`src/rtl/json_token_scanner.sv`:
```
`default_nettype none
// ============================================================================
// json_token_scanner : streaming JSON lexer, bytes in -> token stream out
// Revision 1.0
// ============================================================================
module json_token_scanner #(
    parameter int DEPTH = 16,
    parameter int IDX_W = 16
) (
    input  logic             clk,
    input  logic             rst,
    input  logic             in_valid,
    output logic             in_ready,
    input  logic [7:0]       in_data,
    input  logic             in_last,
    output logic             out_valid,
    input  logic             out_ready,
    output logic [3:0]       out_kind,
    output logic [IDX_W-1:0] out_idx,
    output logic [IDX_W-1:0] out_len,
    output logic             err_valid,
    output logic [2:0]       err_kind,
    output logic [IDX_W-1:0] err_idx
);
    localparam int            DW        = $clog2(DEPTH + 1);
    localparam logic [DW-1:0] DEPTH_MAX = DW'(DEPTH);

    localparam logic [3:0] K_OBJ_BEGIN = 4'd0, K_OBJ_END = 4'd1, K_ARR_BEGIN = 4'd2;
    localparam logic [3:0] K_ARR_END   = 4'd3, K_COLON   = 4'd4, K_COMMA     = 4'd5;
    localparam logic [3:0] K_STRING    = 4'd6, K_SCALAR  = 4'd7, K_EOF       = 4'd8;

    localparam logic [2:0] E_NONE       = 3'd0, E_UNBALANCED   = 3'd1, E_DEPTH    = 3'd2;
    localparam logic [2:0] E_EOF_STRING = 3'd3, E_EOF_UNCLOSED = 3'd4, E_BAD_ESC  = 3'd5;
    localparam logic [2:0] E_CTRL       = 3'd6;

    typedef enum logic [2:0] {
        SCAN   = 3'd0,
        STRING = 3'd1,
        ESCAPE = 3'd2,
        SCALAR = 3'd3,
        FINISH = 3'd4,
        ERROR  = 3'd5
    } state_t;

    state_t           state, state_n;
    logic [IDX_W-1:0] idx, idx_n, tok_idx, tok_idx_n, tok_len, tok_len_n, last_idx, last_idx_n;
    logic [DW-1:0]    depth, depth_n;
    logic [DEPTH-1:0] stack, stack_n;
    logic             scal_pend, scal_pend_n;
    logic             out_valid_n, err_valid_n;
    logic [3:0]       out_kind_n;
    logic [IDX_W-1:0] out_idx_n, out_len_n, err_idx_n;
    logic [2:0]       err_kind_n, err, eof_err, err_f;
    logic             is_ws, is_struct, is_term, esc_ok, slot_free, accept, close_arr;

    assign is_ws     = in_data inside {8'h20, 8'h09, 8'h0A, 8'h0D};
    assign is_struct = in_data inside {8'h7B, 8'h7D, 8'h5B, 8'h5D, 8'h3A, 8'h2C};
    assign is_term   = is_ws || is_struct || (in_data == 8'h22);
    assign esc_ok    = in_data inside {8'h22, 8'h5C, 8'h2F, 8'h62, 8'h66, 8'h6E, 8'h72, 8'h74, 8'h75};
    assign close_arr = (in_data == 8'h5D);
    assign slot_free = !out_valid || out_ready;

    // A scalar terminator is held back so SCAN can re-examine it next cycle
    assign in_ready = !rst && !err_valid && slot_free &&
                      ((state == SCAN) || (state == STRING) || (state == ESCAPE) ||
                       ((state == SCALAR) && !is_term));
    assign accept   = in_valid && in_ready;

    always_comb begin
        state_n     = state;
        idx_n       = idx;
        depth_n     = depth;
        stack_n     = stack;
        tok_idx_n   = tok_idx;
        tok_len_n   = tok_len;
        last_idx_n  = last_idx;
        scal_pend_n = scal_pend;
        out_valid_n = out_valid && !out_ready;
        out_kind_n  = out_kind;
        out_idx_n   = out_idx;
        out_len_n   = out_len;
        err_valid_n = err_valid;
        err_kind_n  = err_kind;
        err_idx_n   = err_idx;
        err         = E_NONE;
        eof_err     = E_NONE;
        err_f       = E_NONE;

        case (state)
            SCAN: if (accept) begin
                idx_n     = idx + IDX_W'(1);
                out_idx_n = idx;
                out_len_n = '0;
                if (in_data == 8'h7B || in_data == 8'h5B) begin
                    if (depth == DEPTH_MAX) err = E_DEPTH;
                    else begin
                        stack_n     = {stack[DEPTH-2:0], in_data == 8'h5B};
                        depth_n     = depth + DW'(1);
                        out_valid_n = 1'b1;
                        out_kind_n  = (in_data == 8'h7B) ? K_OBJ_BEGIN : K_ARR_BEGIN;
                    end
                end else if (in_data == 8'h7D || close_arr) begin
                    if (depth == '0 || stack[0] != close_arr) err = E_UNBALANCED;
                    else begin
                        stack_n     = {1'b0, stack[DEPTH-1:1]};
                        depth_n     = depth - DW'(1);
                        out_valid_n = 1'b1;
                        out_kind_n  = close_arr ? K_ARR_END : K_OBJ_END;
                    end
                end else if (in_data == 8'h3A || in_data == 8'h2C) begin
                    out_valid_n = 1'b1;
                    out_kind_n  = (in_data == 8'h3A) ? K_COLON : K_COMMA;
                end else if (in_data == 8'h22) begin
                    state_n   = STRING;
                    tok_idx_n = idx;
                    tok_len_n = '0;
                end else if (!is_ws) begin
                    state_n   = SCALAR;
                    tok_idx_n = idx;
                    tok_len_n = IDX_W'(1);
                end
            end
            SCALAR: begin
                if (in_valid && is_term && slot_free) begin
                    state_n     = SCAN;
                    out_valid_n = 1'b1;
                    out_kind_n  = K_SCALAR;
                    out_idx_n   = tok_idx;
                    out_len_n   = tok_len;
                end else if (accept) begin
                    idx_n     = idx + IDX_W'(1);
                    tok_len_n = tok_len + IDX_W'(1);
                end
            end
            STRING: if (accept) begin
                idx_n = idx + IDX_W'(1);
                if (in_data == 8'h22) begin
                    state_n     = SCAN;
                    out_valid_n = 1'b1;
                    out_kind_n  = K_STRING;
                    out_idx_n   = tok_idx;
                    out_len_n   = tok_len;
                end else begin
                    tok_len_n = tok_len + IDX_W'(1);
                    if (in_data == 8'h5C) state_n = ESCAPE;
                    else if (in_data < 8'h20) err = E_CTRL;
                end
            end
            ESCAPE: if (accept) begin
                idx_n     = idx + IDX_W'(1);
                tok_len_n = tok_len + IDX_W'(1);
                state_n   = STRING;
                if (!esc_ok) err = E_BAD_ESC;
            end
            FINISH: if (slot_free) begin
                out_valid_n = 1'b1;
                if (scal_pend) begin
                    scal_pend_n = 1'b0;
                    out_kind_n  = K_SCALAR;
                    out_idx_n   = tok_idx;
                    out_len_n   = tok_len;
                end else begin
                    out_kind_n = K_EOF;
                    out_idx_n  = last_idx;
                    out_len_n  = '0;
                    state_n    = SCAN;
                    idx_n      = '0;
                    depth_n    = '0;
                    stack_n    = '0;
                end
            end
            default: ;
        endcase

        // End-of-document checks look at where this byte left the lexer
        if (accept && in_last) begin
            last_idx_n = idx;
            if (state_n == STRING || state_n == ESCAPE) eof_err = E_EOF_STRING;
            else if (depth_n != '0)                     eof_err = E_EOF_UNCLOSED;
        end
        err_f = err;
        if (eof_err != E_NONE && (err == E_NONE || eof_err < err)) err_f = eof_err;

        if (err_f != E_NONE) begin
            state_n     = ERROR;
            out_valid_n = out_valid && !out_ready;
            out_kind_n  = out_kind;
            out_idx_n   = out_idx;
            out_len_n   = out_len;
            err_valid_n = 1'b1;
            err_kind_n  = err_f;
            err_idx_n   = idx;
        end else if (accept && in_last) begin
            scal_pend_n = (state_n == SCALAR);
            state_n     = FINISH;
        end
    end

    always_ff @(posedge clk) begin
        if (rst) begin
            state     <= SCAN;
            idx       <= '0;
            depth     <= '0;
            stack     <= '0;
            tok_idx   <= '0;
            tok_len   <= '0;
            last_idx  <= '0;
            scal_pend <= 1'b0;
            out_valid <= 1'b0;
            out_kind  <= '0;
            out_idx   <= '0;
            out_len   <= '0;
            err_valid <= 1'b0;
            err_kind  <= '0;
            err_idx   <= '0;
        end else begin
            state     <= state_n;
            idx       <= idx_n;
            depth     <= depth_n;
            stack     <= stack_n;
            tok_idx   <= tok_idx_n;
            tok_len   <= tok_len_n;
            last_idx  <= last_idx_n;
            scal_pend <= scal_pend_n;
            out_valid <= out_valid_n;
            out_kind  <= out_kind_n;
            out_idx   <= out_idx_n;
            out_len   <= out_len_n;
            err_valid <= err_valid_n;
            err_kind  <= err_kind_n;
            err_idx   <= err_idx_n;
        end
    end
endmodule
`default_nettype wire

```
`config.mk`:
```
export PLATFORM = sky130hd
export DESIGN_NAME = json_token_scanner
export DESIGN_NICKNAME = d
export VERILOG_FILES = /design/src/rtl/json_token_scanner.sv
export SDC_FILE = /design/constraint.sdc
export NUM_CORES = 1
export LEC_CHECK = 0
export ABC_AREA = 1
export CORE_ASPECT_RATIO = 0.7
export CORE_MARGIN = 8
export CORE_UTILIZATION = 55
export DETAILED_ROUTE_END_ITERATION = 7
export PLACE_DENSITY = 0.77
export REMOVE_ABC_BUFFERS = 1
export SLEW_MARGIN = 40
export SYNTH_ARGS = -nofsm -noshare
export SYNTH_HDL_FRONTEND = slang
export SYNTH_SLANG_ARGS = --single-unit
```
`constraint.sdc`:
```
create_clock -name clk -period 5.7 [get_ports clk]
set_clock_uncertainty 0.15 [all_clocks]
set_input_delay 1.14 -clock clk [delete_from_list [all_inputs] [get_ports clk]]
set_output_delay 1.14 -clock clk [all_outputs]
set_load 0.01 [all_outputs]
```
==> flow_summary.yaml <==
synthesis:
  synth-compound-area-share_pct: 17.48
  synth_edf_count: 0
  ys_seq_area_share_pct: 39.19
  yosysTopAreaCell: "dfxtp_1"
  synthCells: 1127
  ys_types: 41
  mappedNetlistArea_mm2: 0.007457
  yosysWarnings: 0
  syn_area_per_cell_um2: 6.617
  synth_top_family_by_area: "simple AND/OR/NAND/NOR gates"
  synth_top_area_share_pct: 39.19
  yosys-mux-area-fraction_pct: 0
  ys_async_sr_fraction_pct: 0
  synth-xor-area-share_pct: 0.4698
  synthTopCellsByArea: "dfxtp_1 39%, nand2_1 9.5%, nor2_1 9.3%, inv_1 8.9%, a21oi_1 6.5%"
  ys_ff_latch: 146
  synth_fa_ha_area_share_pct: 1.007
  synth_simple_gate_area_share_pct: 29.46
  ys.flop_type: "dfxtp_1"
place:
  io_buffer_count: 70
  dp.cells: 1348
  gp_congestion: 0.9824
  dpl.hpwl_mm: 13.21
floorplan:
  die_h_um: 113.4
  dieWidth_um: 155.2
  die-area_mm2: 0.01760
  start_util_pct: 56.57
  placementRows: 35
  io_pins: 71
  core_area_mm2: 0.01318
clocking:
  cts.repair.resized: 0
  cts_max_level: 4
  clk_path_buf_depth: 2
  cts_setup_buffers: 0
  cts_tree: "yes"
  clkTransAtPathRegs_ns: 0.06
  root_buffer: "clkbuf_16"
  clock_latency_ns: 0.43
  cts_sinks: 146
  cts-buffers-inserted: 17
  cts_hold_buffers: 0
finish:
  area_growth_pct: 18.96
  layout.nets: 1201
  drive_gt1_share_pct: 7.950
  multi_input_comb_area_mm2: 0.003613
  mostFrequentLayoutCells: "188 x nand2_1, 184 x nor2_1, 175 x inv_1"
  final_cells: 1380
  diodes: 0
  final_common_cell: "nand2_1"
  num-fill-cells: 1154
  seq_area_mm2: 0.002923
run:
  timing.max_cap.violations: 0
setup_path:
  end_kind: "register"
  critPathLaunchType: "input pin"
  cp_max_fo: 39
  path_class: "input pin to register"
  cp.required_ns: 5.91
  reg2reg_depth: 24
  rr_startpoint: "state[0]$_SDFF_PP0_"
  arrival_ns: 5.46
  crit_start: "in_data[4]"
sta:
  relSlewSlack_pct: 52.77
  max_freq_mhz: 190.4
  drv_slew: 0
  fin_crit_sh_pct: 92.15
  hold_viol_final: 0
  rsz0062_at_grt: "false"
  setup-violations-final: 0
  post-route-min-period_ns: 5.253
  worst_pin_slew_ns: 0.7065
grt:
  antenna_found_initial: 0
  grt_pass1_wl_mm: 31.97
  grt_util_met2_pct: 33.08
  grt_util_met3_pct: 6.309
  grtUsageMet1_pct: 30.53
  grt_overflow: 0
  grt_usage_pct: 22.23
  grt_pass1_vias: 6562
  busiest_layer: "met2"
  grt_max_degree: 72
run_status:
  outcome: "finished clean"
detailed_routing:
  drt_iter0_markers: 583
  wl_per_cell_um: 14.16
  vias_per_cell: 5.299
  vias: 7313
  routed_wl_mm: 19.54
  drc: 0
  drtAntennaViolNets: 0
  drtPass1Iterations: 6
power_and_ir_drop:
  total_power_mw: 4.393
  power_density_mw_per_mm2: 495.2
  power.leakage_nw: 3.718
  ir_drop_uv: 291.9
hold_path:
  hp-start: "last_idx[1]$_SDFFE_PP0P_"
  hold_path_class: "register to register"
  hold_depth: 2
[cells in the mapped netlist (11+ instances only)]
cell type  count
o21ai_0       96
inv_1        176
nand2_1      188
dfxtp_1      146
nor2_2        17
nand4_1       26
nor2_1       185
a21oi_1       97
nor3_1        21
clkbuf_1      32
nand3_1       35
o221ai_1      11
[layer usage]
metal / up-vias / wire [µm]
met5: - / 0
met1: 3261 / 9435
met3: 29 / 1707
met2: 286 / 8121
li1: 3737 / -
met4: 0 / 277
[flip-flops by register name (all words and copies together), names as in the netlist]
register   cells
depth          5
err_idx       16
err_kind       3
err_valid      1
idx           16
last_idx      16
out_idx       16
out_kind       4
out_len       16
out_valid      1
scal_pend      1
stack         16
state          3
tok_idx       16
tok_len       16
[kinds of logic after synthesis]
kind of cell | after synthesis
AO/OA/AOI/OAI | 236
XOR/XNOR | 4
adder cells (fa/ha/maj) | 6
buffers and inverters | 235
flip-flops | 146
AND/OR/NAND/NOR | 500
[critical path, cell delays in order]
cell and delay (ns):
clkdlybuf4s50_1 0.52, inv_2 0.07, nor3_1 0.48, nand2_1 0.10, nand2_1 0.13, nand3_1 0.10
nor2_1 0.15, nand2_1 0.10, a21oi_1 0.11, o21ai_0 0.09, nand3_1 0.07, o21ai_0 0.11
nor2_1 0.13, nand3_1 0.07, nand3_1 0.13, inv_1 0.09, ha_1 0.31, a21oi_1 0.18
nand2_2 0.09, o21bai_1 0.23, nand3_1 0.18, nor2_4 0.24, nand3_2 0.16, buf_12 0.22
nand2_1 0.08, nand2_1 0.05, nor2_1 0.11
[final timing paths]
| kind | to | slack [ns] |
|---|---|---|
| setup / recovery | out_len[2]$_SDFFE_PP0P_ | 0.45 |
| hold reg to reg | last_idx[1]$_SDFFE_PP0P_ | 0.31 |
| setup reg to reg | out_len[2]$_SDFFE_PP0P_ | 1.14 |
| hold / removal | last_idx[1]$_SDFFE_PP0P_ | 0.31 |
[layout make-up]
class / count / area share, %
inverter: 187 / 7.913
sequential: 146 / 32.95
tap: 185 / 2.609
multi-input combinational: 746 / 40.73
clock buffer: 18 / 4.951
clock inverter: 14 / 1.622
timing repair buffer: 84 / 9.224
[metrics by stage]
stage / hold WS [ns] / util [%] / instance area, µm² / setup WS (ns) / TNS [ns]
3_3_place_gp: 0.2922 / 62.86 / 8285 / 0.3282 / 0
5_1_grt: 0.3293 / 67.30 / 8871 / 0.1445 / 0
3_5_place_dp: 0.2967 / 62.86 / 8285 / 0.1864 / 0
2_1_floorplan: 0.2815 / - / 7236 / -0.08053 / -1.925
4_1_cts: 0.3067 / 67.28 / 8869 / 0.5984 / 0
6_report: 0.3066 / 67.30 / 8871 / 0.4473 / 0
[power by group]
group / total (mW) / switching (mW) / internal (mW) / leakage (nW)
logic: 1.87 / 1.14 / 0.733 / 2.24
registers: 1.41 / 0.141 / 1.27 / 1.19
clock network: 1.11 / 0.479 / 0.628 / 0.291
total: 4.39 / 1.76 / 2.63 / 3.72
Note: power is estimated with default switching activity, not from simulation.
